$ cat src/rtl/aes_state_array.sv
// AES state store: row/column read-write, streamed column load/unload,
// and a one-row-per-cycle ShiftRows / InvShiftRows engine operating in place.
module aes_state_array #(
  parameter int unsigned NROWS = 4,
  parameter int unsigned NCOLS = 4,
  parameter int unsigned W     = 8,
  parameter int unsigned IDX_W = 2
) (
  input  logic                                         clk,
  input  logic                                         reset_n,
  input  logic                                         cmd_valid,
  output logic                                         cmd_ready,
  input  logic [2:0]                                   cmd_op,
  input  logic [IDX_W-1:0]                             cmd_idx,
  input  logic [W*((NROWS > NCOLS) ? NROWS : NCOLS)-1:0] cmd_data,
  input  logic                                         ld_valid,
  output logic                                         ld_ready,
  input  logic [NROWS*W-1:0]                           ld_data,
  output logic                                         un_valid,
  input  logic                                         un_ready,
  output logic [NROWS*W-1:0]                           un_data,
  input  logic [IDX_W-1:0]                             rd_idx,
  input  logic                                         rd_rc,
  output logic [W*((NROWS > NCOLS) ? NROWS : NCOLS)-1:0] rd_data,
  output logic                                         busy,
  output logic [NROWS*NCOLS*W-1:0]                     state_flat
);

  localparam int unsigned RP_W = (NROWS > 1) ? $clog2(NROWS) : 1;
  localparam int unsigned CP_W = (NCOLS > 1) ? $clog2(NCOLS) : 1;

  localparam logic [1:0] S_IDLE   = 2'd0;
  localparam logic [1:0] S_LOAD   = 2'd1;
  localparam logic [1:0] S_SHIFT  = 2'd2;
  localparam logic [1:0] S_UNLOAD = 2'd3;

  localparam logic [2:0] OP_WR_COL    = 3'd0;
  localparam logic [2:0] OP_WR_ROW    = 3'd1;
  localparam logic [2:0] OP_SHIFT     = 3'd2;
  localparam logic [2:0] OP_INV_SHIFT = 3'd3;
  localparam logic [2:0] OP_CLEAR     = 3'd4;
  localparam logic [2:0] OP_UNLOAD    = 3'd5;

  logic [1:0]      state, state_d;
  logic [W-1:0]    cells   [NROWS][NCOLS];
  logic [W-1:0]    cells_d [NROWS][NCOLS];
  logic [CP_W-1:0] ld_col, ld_col_d;
  logic [CP_W-1:0] un_col, un_col_d;
  logic [RP_W-1:0] row_ptr, row_ptr_d;
  logic            shift_inv, shift_inv_d;

  logic cmd_fire, ld_fire, un_fire;
  logic ld_last, un_last, row_last;

  assign cmd_ready = (state == S_IDLE);
  assign ld_ready  = (state == S_LOAD) | ((state == S_IDLE) & ~cmd_valid);
  assign un_valid  = (state == S_UNLOAD);
  assign busy      = (state != S_IDLE);

  assign cmd_fire = cmd_valid & cmd_ready;
  assign ld_fire  = ld_valid & ld_ready;
  assign un_fire  = un_valid & un_ready;

  assign ld_last  = (32'(ld_col) == NCOLS - 1);
  assign un_last  = (32'(un_col) == NCOLS - 1);
  assign row_last = (32'(row_ptr) == NROWS - 1);

  always_comb begin
    state_d     = state;
    cells_d     = cells;
    ld_col_d    = ld_col;
    un_col_d    = un_col;
    row_ptr_d   = row_ptr;
    shift_inv_d = shift_inv;

    case (state)
      S_IDLE: begin
        if (cmd_fire) begin
          case (cmd_op)
            OP_WR_COL: begin
              for (int unsigned c = 0; c < NCOLS; c++) begin
                if (32'(cmd_idx) == c) begin
                  for (int unsigned r = 0; r < NROWS; r++)
                    cells_d[r][c] = cmd_data[(NROWS-1-r)*W +: W];
                end
              end
            end
            OP_WR_ROW: begin
              for (int unsigned r = 0; r < NROWS; r++) begin
                if (32'(cmd_idx) == r) begin
                  for (int unsigned c = 0; c < NCOLS; c++)
                    cells_d[r][c] = cmd_data[(NCOLS-1-c)*W +: W];
                end
              end
            end
            OP_CLEAR: begin
              for (int unsigned r = 0; r < NROWS; r++)
                for (int unsigned c = 0; c < NCOLS; c++)
                  cells_d[r][c] = '0;
            end
            OP_SHIFT, OP_INV_SHIFT: begin
              state_d     = S_SHIFT;
              row_ptr_d   = '0;
              shift_inv_d = (cmd_op == OP_INV_SHIFT);
            end
            OP_UNLOAD: begin
              state_d  = S_UNLOAD;
              un_col_d = '0;
            end
            default: ;
          endcase
        end else if (ld_fire) begin
          for (int unsigned r = 0; r < NROWS; r++)
            cells_d[r][0] = ld_data[(NROWS-1-r)*W +: W];
          if (NCOLS > 1) begin
            state_d  = S_LOAD;
            ld_col_d = CP_W'(1);
          end else begin
            ld_col_d = '0;
          end
        end
      end

      S_LOAD: begin
        if (ld_fire) begin
          for (int unsigned c = 0; c < NCOLS; c++) begin
            if (32'(ld_col) == c) begin
              for (int unsigned r = 0; r < NROWS; r++)
                cells_d[r][c] = ld_data[(NROWS-1-r)*W +: W];
            end
          end
          if (ld_last) begin
            state_d  = S_IDLE;
            ld_col_d = '0;
          end else begin
            ld_col_d = ld_col + CP_W'(1);
          end
        end
      end

      S_SHIFT: begin
        // Source columns are elaboration constants per row; row_ptr only picks the row.
        for (int unsigned r = 0; r < NROWS; r++) begin
          if (32'(row_ptr) == r) begin
            for (int unsigned c = 0; c < NCOLS; c++) begin
              if (shift_inv)
                cells_d[r][c] = cells[r][(c + NCOLS - (r % NCOLS)) % NCOLS];
              else
                cells_d[r][c] = cells[r][(c + (r % NCOLS)) % NCOLS];
            end
          end
        end
        if (row_last) begin
          state_d   = S_IDLE;
          row_ptr_d = '0;
        end else begin
          row_ptr_d = row_ptr + RP_W'(1);
        end
      end

      S_UNLOAD: begin
        if (un_fire) begin
          if (un_last) begin
            state_d  = S_IDLE;
            un_col_d = '0;
          end else begin
            un_col_d = un_col + CP_W'(1);
          end
        end
      end

      default: state_d = S_IDLE;
    endcase
  end

  always_ff @(posedge clk or negedge reset_n) begin
    if (!reset_n) begin
      state     <= S_IDLE;
      ld_col    <= '0;
      un_col    <= '0;
      row_ptr   <= '0;
      shift_inv <= 1'b0;
      for (int unsigned r = 0; r < NROWS; r++)
        for (int unsigned c = 0; c < NCOLS; c++)
          cells[r][c] <= '0;
    end else begin
      state     <= state_d;
      ld_col    <= ld_col_d;
      un_col    <= un_col_d;
      row_ptr   <= row_ptr_d;
      shift_inv <= shift_inv_d;
      cells     <= cells_d;
    end
  end

  always_comb begin
    un_data = '0;
    for (int unsigned c = 0; c < NCOLS; c++) begin
      if (32'(un_col) == c) begin
        for (int unsigned r = 0; r < NROWS; r++)
          un_data[(NROWS-1-r)*W +: W] = cells[r][c];
      end
    end
  end

  always_comb begin
    rd_data = '0;
    if (rd_rc) begin
      for (int unsigned c = 0; c < NCOLS; c++) begin
        if (32'(rd_idx) == c) begin
          for (int unsigned r = 0; r < NROWS; r++)
            rd_data[(NROWS-1-r)*W +: W] = cells[r][c];
        end
      end
    end else begin
      for (int unsigned r = 0; r < NROWS; r++) begin
        if (32'(rd_idx) == r) begin
          for (int unsigned c = 0; c < NCOLS; c++)
            rd_data[(NCOLS-1-c)*W +: W] = cells[r][c];
        end
      end
    end
  end

  always_comb begin
    state_flat = '0;
    for (int unsigned c = 0; c < NCOLS; c++)
      for (int unsigned r = 0; r < NROWS; r++)
        state_flat[(NROWS*NCOLS-1-(c*NROWS+r))*W +: W] = cells[r][c];
  end

endmodule
$ cat config.mk
export PLATFORM = sky130hd
export DESIGN_NAME = aes_state_array
export DESIGN_NICKNAME = d
export VERILOG_FILES = /design/src/rtl/aes_state_array.sv
export SDC_FILE = /design/constraint.sdc
export NUM_CORES = 1
export LEC_CHECK = 0
export CORE_ASPECT_RATIO = 1.75
export CORE_UTILIZATION = 52
export DETAILED_ROUTE_END_ITERATION = 8
export PLACE_DENSITY = 0.8
export RECOVER_POWER = 25
export SLEW_MARGIN = 30
export SYNTH_ARGS = -nofsm -noshare
export SYNTH_HDL_FRONTEND = slang
export SYNTH_SLANG_ARGS = --single-unit
$ cat constraint.sdc
create_clock -name clk -period 2.6 [get_ports clk]
set_clock_uncertainty 0.05 [all_clocks]
set_input_delay 0.26 -clock clk [delete_from_list [all_inputs] [get_ports clk]]
set_output_delay 0.26 -clock clk [all_outputs]
set_load 0.02 [all_outputs]
==> metrics.txt <==
# TYPE chip_impl_metric gauge
chip_impl_info{name="status",value="finished with violations"} 1
chip_impl_info{name="failed_checks",value="capacitance limit, slew limit, setup timing"} 1
chip_impl_metric{name="r2r_slack",unit="ns"} 0.01
chip_impl_metric{name="p_sw_share",unit="%"} 50.6
chip_impl_info{name="r2r-end",value="un_col[1]"} 1
chip_impl_metric{name="pwr-share-clk",unit="%"} 10.0
chip_impl_info{name="critical-path-slowest-cell",value="sky130_fd_sc_hd__dfrtp_2"} 1
chip_impl_info{name="cts-root-buf",value="sky130_fd_sc_hd__clkbuf_16"} 1
chip_impl_info{name="synth.area.top_cells",value="sky130_fd_sc_hd__dfrtp_1 29%, sky130_fd_sc_hd__mux2_2 15%, sky130_fd_sc_hd__a21oi_1 13%, sky130_fd_sc_hd__nand2_1 8.6%, sky130_fd_sc_hd__o21ai_0 4.3%"} 1
chip_impl_metric{name="grt_max_degree",unit=""} 66
chip_impl_info{name="r2r_start",value="state[0]"} 1
chip_impl_metric{name="min_period_over_period",unit="%"} 101
chip_impl_metric{name="placed_area",unit="mm²"} 0.0158
chip_impl_metric{name="cts_max_path_buffers",unit=""} 2
chip_impl_info{name="start_point_of_the_worst_min_delay_path",value="ld_data[29]"} 1
chip_impl_metric{name="final-max-slew-violation-count",unit=""} 50
chip_impl_metric{name="clock_insertion_delay_worst_skew",unit="ns"} 0.46
chip_impl_metric{name="grt_pass1_wl",unit="µm"} 92100
chip_impl_metric{name="layout-drive-gt1-share",unit="%"} 22.4
chip_impl_metric{name="cellInternalPower",unit="µW"} 13400
chip_impl_metric{name="hold_ws",unit="ns"} 0.474
chip_impl_metric{name="clk_pin_slew",unit="ns"} 0.06
chip_impl_metric{name="period_needed",unit="ns"} 2.62
chip_impl_metric{name="synthArstFlopShare",unit="%"} 100
chip_impl_metric{name="placementRows",unit=""} 73
chip_impl_metric{name="cts_inserted_buffers",unit=""} 17
chip_impl_metric{name="power.leakage",unit="µW"} 0.00703
chip_impl_metric{name="slowest_delay",unit="ns"} 0.44
chip_impl_metric{name="avgSynthCellArea",unit="µm²"} 7.91
chip_impl_metric{name="synth_nets",unit=""} 1608
chip_impl_metric{name="globalplace.congestion",unit=""} 1.08
chip_impl_metric{name="ant_nets",unit=""} 0
chip_impl_metric{name="design.die.area",unit="mm²"} 0.0237
chip_impl_metric{name="drt-wirelength-per-cell",unit="µm"} 30.0
chip_impl_metric{name="place.detailed.hpwl",unit="µm"} 46900
chip_impl_metric{name="wl_met1",unit="µm"} 20000
chip_impl_metric{name="synth-seq-cells",unit=""} 137
chip_impl_metric{name="number_of_unique_standard_cell_types_used_by_synthesis",unit=""} 60
chip_impl_info{name="synth_top_cell_by_area",value="sky130_fd_sc_hd__dfrtp_1"} 1
chip_impl_metric{name="worstPathMaxFanout",unit=""} 16
chip_impl_metric{name="final_area",unit="mm²"} 0.0165
chip_impl_metric{name="dr_wl_met3",unit="µm"} 8240
chip_impl_metric{name="vias_per_cell",unit=""} 7.07
chip_impl_metric{name="p_seq_share",unit="%"} 20.6
chip_impl_metric{name="number_of_antenna_violations_at_the_first_check_in_global_routing",unit=""} 4
chip_impl_info{name="worst_hold_path_type",value="in2reg"} 1
chip_impl_metric{name="max-vdd-ir-drop",unit="V"} 0.00163
chip_impl_info{name="critPathKind",value="reg2out"} 1
chip_impl_metric{name="final_nets",unit=""} 1904
chip_impl_metric{name="growth_of_design_area_from_synthesis_to_finish",unit="%"} 37.4
chip_impl_info{name="setup.worst_path.start",value="un_col[0]"} 1
chip_impl_metric{name="crit_buf_inv",unit=""} 4
chip_impl_metric{name="worst-endpoint-arrival",unit="ns"} 2.31
chip_impl_metric{name="gr-usage-all-layers",unit="%"} 54.6
chip_impl_metric{name="grt_pass1_vias",unit=""} 14400
chip_impl_metric{name="drc_errors",unit=""} 0
chip_impl_metric{name="gr-total-overflow",unit=""} 0
chip_impl_metric{name="detail_route.wirelength",unit="µm"} 63700
chip_impl_info{name="ys_dominant_reg_cell",value="sky130_fd_sc_hd__dfrtp_1"} 1
chip_impl_metric{name="h-tree-depth",unit=""} 4
chip_impl_metric{name="worst_slew_pin_tran",unit="ns"} 1.51
chip_impl_info{name="critPathMostFrequentCell",value="sky130_fd_sc_hd__a21oi_1"} 1
chip_impl_info{name="cpLargestDelayFamily",value="buffers and inverters"} 1
chip_impl_metric{name="route.vias.total",unit=""} 15000
chip_impl_metric{name="required",unit="ns"} 2.29
chip_impl_metric{name="hold-path-cell-count",unit=""} 3
chip_impl_metric{name="max_cap_violations",unit=""} 1
chip_impl_metric{name="post_synth_inst_count",unit=""} 1515
chip_impl_metric{name="yosysWarningCount",unit=""} 0
chip_impl_metric{name="syn-cell-area",unit="mm²"} 0.0120
chip_impl_metric{name="power.combinational.fraction",unit="%"} 69.4
chip_impl_info{name="cts_tree",value="yes"} 1
chip_impl_metric{name="detail_route.first_pass.iterations",unit=""} 6
chip_impl_metric{name="timing.slew.headroom",unit="%"} -0.972
chip_impl_info{name="rsz_0062_raised_after_global_routing",value="true"} 1
chip_impl_metric{name="ff2ff_path_depth",unit=""} 10
chip_impl_metric{name="netlist.area_leader.share",unit="%"} 28.6
chip_impl_metric{name="fp.dieH",unit="µm"} 203
chip_impl_metric{name="worst_slack",unit="ns"} -0.0186
chip_impl_info{name="path_cells",value="inv_2 -> ha_4 -> buf_12 -> nand3b_1 -> a21oi_1 -> a21oi_1 -> o21ai_1 -> buf_4 -> clkdlybuf4s15_2"} 1
chip_impl_metric{name="timing_hold_violations_final",unit=""} 0
chip_impl_metric{name="sinks_on_the_clock_net",unit=""} 137
chip_impl_metric{name="initial_utilization",unit="%"} 52.9
chip_impl_metric{name="io_pins",unit=""} 273
chip_impl_metric{name="first_iter_violations",unit=""} 2685
chip_impl_metric{name="core_area",unit="mm²"} 0.0227
chip_impl_info{name="worstSetupStartpointType",value="flip-flop"} 1
chip_impl_metric{name="setup_viol",unit=""} 2
chip_impl_info{name="worst_hold_path.endpoint",value="state_flat[125]"} 1
chip_impl_metric{name="max_freq",unit="MHz"} 382
chip_impl_metric{name="met2_wirelength",unit="µm"} 28300
chip_impl_metric{name="synth-edff-count",unit=""} 0
chip_impl_metric{name="power_switching",unit="µW"} 13700
chip_impl_metric{name="cellPowerDensity",unit="mW/mm²"} 1640
chip_impl_metric{name="synth.yosys.seq_area_share",unit="%"} 28.6
chip_impl_metric{name="numPortBuffers",unit=""} 272
chip_impl_info{name="top_layer_used",value="met5"} 1
chip_impl_metric{name="die_w",unit="µm"} 117
chip_impl_info{name="critical_path.endpoint_type",value="output port"} 1
[how the worst max path moves through the flow]
stage	endpoint	depth (start not counted)
3_3_place_gp	rd_data[24]	8
6_report	un_data[25]	9
2_1_floorplan	state_flat[10]	9
4_1_cts	un_data[21]	6
5_1_grt	rd_data[0]	6
3_5_place_dp	rd_data[24]	8
[cell type report]
class                           instances  area (µm²)
Antenna cell                            2        5.00
Clock buffer                           21         440
Clock inverter                          9         174
Fill cell                            1830        6190
Inverter                               26        97.6
Multi-Input combinational cell       1218        7980
Sequential cell                       137        3440
Tap cell                              300         375
Timing Repair Buffer                  411        3960
[timing repair]
| action | in CTS | in global routing |
|---|---|---|
| pin swaps | 0 | 1 |
| endpoints found under the hold margin | 46 | 0 |
| hold buffers | 1 | 0 |
| endpoints found under the setup margin | 37 | 56 |
| setup buffers | 0 | 1 |
| resized for setup | 65 | 83 |
[per-layer routing]
layer	vias up	track usage, %
li1	6106	-
met1	6919	59.3
met2	1484	81.9
met3	507	18.3
met4	4	50.8
met5	-	1.33
[tightest hold or removal path: stages]
cell and delay (ns):
sky130_fd_sc_hd__clkdlybuf4s50_1 0.46, sky130_fd_sc_hd__a21oi_1 0.14, sky130_fd_sc_hd__o21ai_0 0.07
[power groups by stage]
| stage | logic, µW | registers [µW] | clock network, µW |
|---|---|---|---|
| after detailed placement | 18300 | 5350 | 0 |
| after CTS | 18200 | 5320 | 2690 |
| after global routing | 19600 | 5540 | 2770 |
| after global placement | 17900 | 5340 | 0 |
| after floorplan | 9520 | 5560 | 0 |
| final | 18800 | 5560 | 2700 |
[registers in the layout, summed over array words and instances, names as in the netlist]
name and cells:
state_flat 128, ld_col 2, row_ptr 2, state 2
un_col 2, shift_inv 1
[cell usage after synthesis (19+ instances only)]
| library cell | count |
|---|---|
| sky130_fd_sc_hd__nand3b_1 | 36 |
| sky130_fd_sc_hd__o21ai_0 | 103 |
| sky130_fd_sc_hd__mux2i_1 | 22 |
| sky130_fd_sc_hd__mux2_2 | 164 |
| sky130_fd_sc_hd__inv_1 | 26 |
| sky130_fd_sc_hd__buf_2 | 32 |
| sky130_fd_sc_hd__a22oi_1 | 23 |
| sky130_fd_sc_hd__buf_1 | 20 |
| sky130_fd_sc_hd__nor2_1 | 32 |
| sky130_fd_sc_hd__nand2_1 | 274 |
| sky130_fd_sc_hd__a21oi_1 | 304 |
| sky130_fd_sc_hd__dfrtp_1 | 137 |
| sky130_fd_sc_hd__nor2b_1 | 19 |
| sky130_fd_sc_hd__clkbuf_1 | 76 |
[cells in the final DEF, fill, tap and decap left out, types with 10 or more instances in the layout]
cell / synthesis / layout
sky130_fd_sc_hd__a21oi_1: 304 / 302
sky130_fd_sc_hd__nand2_1: 274 / 274
sky130_fd_sc_hd__clkdlybuf4s50_1: 0 / 224
sky130_fd_sc_hd__mux2_2: 164 / 164
sky130_fd_sc_hd__dfrtp_1: 137 / 131
sky130_fd_sc_hd__buf_4: 3 / 110
sky130_fd_sc_hd__o21ai_0: 103 / 98
sky130_fd_sc_hd__nand3b_1: 36 / 36
sky130_fd_sc_hd__nor2_1: 32 / 31
sky130_fd_sc_hd__inv_1: 26 / 24
sky130_fd_sc_hd__a22oi_1: 23 / 22
sky130_fd_sc_hd__mux2i_1: 22 / 22
sky130_fd_sc_hd__buf_12: 0 / 21
sky130_fd_sc_hd__nor2b_1: 19 / 17
sky130_fd_sc_hd__clkbuf_16: 0 / 17
sky130_fd_sc_hd__clkbuf_2: 0 / 17
sky130_fd_sc_hd__nand3_1: 16 / 16
sky130_fd_sc_hd__o2bb2ai_1: 16 / 16
sky130_fd_sc_hd__mux2_4: 16 / 16
sky130_fd_sc_hd__a221o_1: 14 / 14
sky130_fd_sc_hd__a211oi_1: 14 / 14
sky130_fd_sc_hd__dlymetal6s2s_1: 0 / 14
sky130_fd_sc_hd__o221ai_1: 12 / 12
sky130_fd_sc_hd__o22ai_1: 12 / 12
sky130_fd_sc_hd__nand2b_1: 11 / 10
sky130_fd_sc_hd__a21boi_0: 10 / 10
sky130_fd_sc_hd__a22o_1: 10 / 10
sky130_fd_sc_hd__and3_1: 10 / 10
[cell families after synthesis]
family	count (synthesis)	share of synthesized area [%]
muxes	208	19.8
buffers and inverters	160	5.63
xor gates and xnor gates	1	0.0731
adders and majority gates	16	1.67
AOI/OAI and AO/OA	566	27.7
and+or+nand+nor	427	16.5
DFF	137	28.6
[stage by stage]
stage               setup slack [ns]  power (µW)  utilization, %  setup TNS [ns]  std cells
floorplan                      0.200       15100               -               0       1515
global placement              0.0396       23300            69.9               0       2090
detailed placement            0.0360       23700            69.9               0       2090
CTS                           -0.275       26200            72.7           -1.03       2121
global route                 -0.0164       27900            72.7         -0.0461       2123
finish                       -0.0186       27000            72.7         -0.0359       2124
No activity file was read; power rests on OpenSTA's default activity.
